### config.mk
export PLATFORM = sky130hd
export DESIGN_NAME = pipelined_rca_adder
export DESIGN_NICKNAME = d
export VERILOG_FILES = /design/src/rtl/pipelined_rca_adder.sv
export SDC_FILE = /design/constraint.sdc
export NUM_CORES = 1
export LEC_CHECK = 0
export ABC_AREA = 1
export BUFFER_PORTS_ARGS = -buffer_cell sky130_fd_sc_hd__buf_2
export CAP_MARGIN = 20
export CORE_ASPECT_RATIO = 1.2
export CORE_UTILIZATION = 42
export DETAILED_ROUTE_END_ITERATION = 16
export GPL_TIMING_DRIVEN = 0
export HOLD_SLACK_MARGIN = 0.02
export PLACE_DENSITY = 0.68
export SLEW_MARGIN = 20
export SYNTH_ARGS = -nofsm -noshare
export SYNTH_HDL_FRONTEND = slang
export SYNTH_SLANG_ARGS = --single-unit
### constraint.sdc
create_clock -name clk -period 5.33 [get_ports clk]
set_input_delay 1.066 -clock clk [delete_from_list [all_inputs] [get_ports clk]]
set_output_delay 1.066 -clock clk [all_outputs]
set_load 0.005 [all_outputs]
### src/rtl/pipelined_rca_adder.sv
// Pipelined ripple-carry adder: {cout,sum} = a + b + cin, split into STAGES carry-chained slices.
// Latency STAGES cycles from input transfer to out_valid; one result per cycle when unstalled.
// Backpressure: a held output (out_valid && !out_ready) freezes every stage and drops in_ready.
//
// Ports:
//   clk, rst_n           rising-edge clock, synchronous active-low reset
//   a, b, cin            operands and carry-in, qualified by in_valid; in_ready = !stall
//   sum, cout            result, qualified by out_valid; consumed when out_ready
//   ovf                  signed overflow, aligned with sum (only with PIPELINED_RCA_ADDER_OVF_EN)
//
// Constraints: WIDTH must be a multiple of STAGES, WIDTH >= 2, 1 <= STAGES <= WIDTH.
// Optional feature macro: PIPELINED_RCA_ADDER_OVF_EN.

module pipelined_rca_adder #(
  parameter int WIDTH  = 16,
  parameter int STAGES = 4
) (
  input  logic             clk,
  input  logic             rst_n,
  input  logic [WIDTH-1:0] a,
  input  logic [WIDTH-1:0] b,
  input  logic             cin,
  input  logic             in_valid,
  output logic             in_ready,
  output logic [WIDTH-1:0] sum,
  output logic             cout,
  output logic             out_valid,
`ifdef PIPELINED_RCA_ADDER_OVF_EN
  output logic             ovf,
`endif
  input  logic             out_ready
);

  localparam int SLICE = WIDTH / STAGES;

  // One slice of full-adder cells rippling from bit 0 upward.
  // Returns {carry_out, sum_slice}.
  function automatic logic [SLICE:0] rca_slice(
    input logic [SLICE-1:0] x,
    input logic [SLICE-1:0] y,
    input logic             ci
  );
    logic             c;
    logic [SLICE-1:0] s;
    c = ci;
    s = '0;
    for (int i = 0; i < SLICE; i++) begin
      s[i] = x[i] ^ y[i] ^ c;
      c    = (x[i] & y[i]) | (c & (x[i] ^ y[i]));
    end
    return {c, s};
  endfunction

  // Global enable: the whole pipeline freezes while the output is held.
  logic stall;
  logic en;

  assign stall    = out_valid && !out_ready;
  assign en       = !stall;
  assign in_ready = !stall;

  // Each stage consumes the low slice of the operands it receives, forwards the
  // still-unconsumed upper operand bits, and appends its sum slice above the
  // sum slices produced by earlier stages. Register widths therefore differ per
  // stage: operands shrink by SLICE bits, the partial sum grows by SLICE bits.
  for (genvar k = 0; k < STAGES; k++) begin : g_stage
    localparam int REM  = WIDTH - k * SLICE;   // operand bits still to be added
    localparam int DONE = (k + 1) * SLICE;     // sum bits known after this stage

    logic [REM-1:0]  a_in;
    logic [REM-1:0]  b_in;
    logic            c_in;
    logic            v_in;
    logic [SLICE:0]  res;
    logic [DONE-1:0] s_next;

    logic            v_q;
    logic            c_q;
    logic [DONE-1:0] s_q;

    assign res = rca_slice(a_in[SLICE-1:0], b_in[SLICE-1:0], c_in);

    if (k == 0) begin : g_src
      assign a_in   = a;
      assign b_in   = b;
      assign c_in   = cin;
      assign v_in   = in_valid;
      assign s_next = res[SLICE-1:0];
    end else begin : g_src
      assign a_in   = g_stage[k-1].g_fwd.a_q;
      assign b_in   = g_stage[k-1].g_fwd.b_q;
      assign c_in   = g_stage[k-1].c_q;
      assign v_in   = g_stage[k-1].v_q;
      assign s_next = {res[SLICE-1:0], g_stage[k-1].s_q};
    end

    // Data registers only load on a real token so a bubble leaves the last
    // result on sum/cout instead of garbage.
    always_ff @(posedge clk) begin
      if (!rst_n) begin
        v_q <= 1'b0;
        c_q <= 1'b0;
        s_q <= '0;
      end else if (en) begin
        v_q <= v_in;
        if (v_in) begin
          c_q <= res[SLICE];
          s_q <= s_next;
        end
      end
    end

    // Upper operand slices skewed forward with the token; absent in the last stage.
    if (k < STAGES - 1) begin : g_fwd
      logic [REM-SLICE-1:0] a_q;
      logic [REM-SLICE-1:0] b_q;

      always_ff @(posedge clk) begin
        if (!rst_n) begin
          a_q <= '0;
          b_q <= '0;
        end else if (en && v_in) begin
          a_q <= a_in[REM-1:SLICE];
          b_q <= b_in[REM-1:SLICE];
        end
      end
    end

`ifdef PIPELINED_RCA_ADDER_OVF_EN
    // Carry into the MSB is recovered from the MSB sum bit (s = x ^ y ^ c),
    // so overflow = c_msb ^ cout without exposing the internal carry.
    if (k == STAGES - 1) begin : g_ovf
      logic ovf_q;

      always_ff @(posedge clk) begin
        if (!rst_n) begin
          ovf_q <= 1'b0;
        end else if (en && v_in) begin
          ovf_q <= res[SLICE] ^ res[SLICE-1] ^ a_in[SLICE-1] ^ b_in[SLICE-1];
        end
      end
    end
`endif
  end

  assign out_valid = g_stage[STAGES-1].v_q;
  assign cout      = g_stage[STAGES-1].c_q;
  assign sum       = g_stage[STAGES-1].s_q;

`ifdef PIPELINED_RCA_ADDER_OVF_EN
  assign ovf = g_stage[STAGES-1].g_ovf.ovf_q;
`endif

endmodule

==> impl_metrics.json <==
{
  "status": "complete, no violations",
  "synth_area_sq_um": 4590,
  "route.detailed.drc": 0,
  "first_pass_iters": 4,
  "synthAdderAreaFrac": 0.0698,
  "synthMuxAreaShare": 0,
  "cts_made_buffers": 9,
  "die_area_sq_um": 11300,
  "crit_type": "primary input to output port",
  "num_vias": 4040,
  "hold_viol": 0,
  "synth_nets": 707,
  "drive_gt1_frac": 0.131,
  "layout_common_cells": "111 x inv_1, 96 x a21oi_1, 96 x dfxtp_1, 95 x nand3_1, 95 x nand2_1",
  "cts_buffer_depth": 2,
  "clkSinkCount": 96,
  "synth_top_area_cell": "dfxtp_1",
  "area_growth_pct": 15.8,
  "place_area_sq_um": 5010,
  "cp-start-kind": "primary input",
  "rsz0062_at_grt": "no",
  "max-vdd-ir-drop_mv": 0.178,
  "path_clk_slew_ns": 0.06,
  "drv_cap": 0,
  "hold_path.class": "register to register",
  "htreeDepth": 3,
  "clock_latency_ns": 0.35,
  "ys_warn_count": 0,
  "yosys.area_share.simple": 0.258,
  "setup_tns_ns": 0,
  "tightest_slew_ns": 0.516,
  "required_ns": 4.26,
  "antenna_found_initial": 0,
  "n_antenna_cell": 0,
  "ctsHoldBuffers": 0,
  "post_cts_buffers": 0,
  "fin_ws_ns": 2.32,
  "place_ws_ns": 2.31,
  "end_kind": "output port",
  "finalSetupViolCount": 0,
  "synth_compound_area_frac": 0.105,
  "viasPerCell": 4.74,
  "coreArea_sq_um": 10600,
  "synth_top_family_by_area": "simple AND/OR/NAND/NOR gates",
  "synth.avg_cell_area_sq_um": 7.01,
  "io_buffers": 53,
  "wl_per_cell_um": 12.1,
  "overflow": 0,
  "wirelength_um": 10300,
  "period_minus_slack_ns": 3.01,
  "grt_pass1_vias": 4046,
  "layout_worst_path_cycle_share": 0.565,
  "grt_max_degree": 17,
  "grt_pass1_wl_um": 18600,
  "p_leak_nw": 2.50,
  "die_x_um": 97.4,
  "initial_core_util": 0.434,
  "p_per_area_nw_per_um2": 308,
  "drt-initial-drc-count": 179,
  "yosys_register_bits": 96,
  "ys_types": 13,
  "seq_area_frac_synth": 0.419,
  "max_freq_ghz": 0.332,
  "cp_data_arrival_time_ns": 1.94,
  "die_y_um": 116,
  "io_pins": 56,
  "relSlewSlack": 0.656,
  "synthXorXnorAreaFrac": 0,
  "postRouteAntennaNets": 0,
  "post_cts_resized": 0,
  "syn_inst": 654,
  "place_hpwl_um": 8030,
  "finClkSkew_ns": 0.00658,
  "row_count": 41,
  "clockRootBuffer": "clkbuf_16",
  "final_common_cell": "inv_1",
  "path_max_fanout": 10,
  "cts_tree": "built",
  "finish.net_count": 771,
  "power_w": 0.00163,
  "grt_use_total": 0.205,
  "final_core_util": 0.502,
  "gp_congestion": 0.829,
  "yosysTopAreaCellShare": 0.419,
  "fin_area_sq_um": 5310,
  "synth_area_leaders": "dfxtp_1 42%, a21oi_1 10%, nand3_1 10%",
  "slew_viol_final": 0
}
-- worst paths after layout --
| path | start | endpoint | slack, ns | cells after the start |
|---|---|---|---|---|
| max | out_ready | in_ready | 2.32 | 6 |
| min | cout | cout | 0.48 | 2 |
| max reg2reg | g_stage[1].c_q | g_stage[2].s_q[11] | 3.07 | 10 |
| min reg2reg | cout | cout | 0.48 | 2 |
-- state kept, by name, summed over array words and instances (netlist names) --
signal and flops:
sum 16, g_stage.g_fwd.b_q 24, g_stage.c_q 3, g_stage.v_q 3, cout 1, out_valid 1
g_stage.g_fwd.a_q 24, g_stage.s_q 24
-- report_power, final --
group | leakage (nW) | internal [W] | switching, W
clock | 0.143 | 0.000366 | 0.000281
sequential | 0.790 | 0.000761 | 0.0000237
combinational | 1.57 | 0.0000840 | 0.000117
-- layer usage --
layer  global-route usage  vias up  share of wire
li1                     -     2147              -
met1                0.238     1800           0.45
met2                0.381       79           0.50
met3               0.0227       14          0.031
met4               0.0922        0          0.021
met5                    0        -              0
-- cells in the mapped netlist --
library cell,count
buf_1,9
clkbuf_1,17
nand2_1,95
buf_4,4
nand2_2,1
nor2_1,92
a21oi_1,96
buf_6,4
dfxtp_1,96
inv_1,111
nand3_1,95
fa_1,16
buf_2,18
-- cell type report --
cell class              instances  area (sq um)
clock inverters                 6          68.8
repair buffers                 53           265
multi-input cells             395          1980
plain buffers                  52           263
inverters                     111           417
flip-flops and latches         96          1920
fillers                      1091          5260
well taps                     129           161
clock buffers                  10           229
-- through the flow --
stage               cells  hold slack [ns]
finish                852            0.480
global route          852            0.501
CTS                   852            0.483
detailed placement    836            0.466
global placement      836            0.457
floorplan             654            0.452
-- kinds of logic (layout without fill, tap and decap cells) --
group           count (synthesis)  count (layout)
buf+inv                       163             232
compound gates                 96              96
fa+ha+maj                      16              16
simple gates                  283             283
flops                          96              96
-- worst max-delay path: stages --
cell and delay (ns):
buf_2 0.10, inv_1 0.11, nand2_2 0.16, buf_6 0.19, buf_4 0.18, buf_2 0.14
Note: power is estimated with default switching activity, not from simulation.
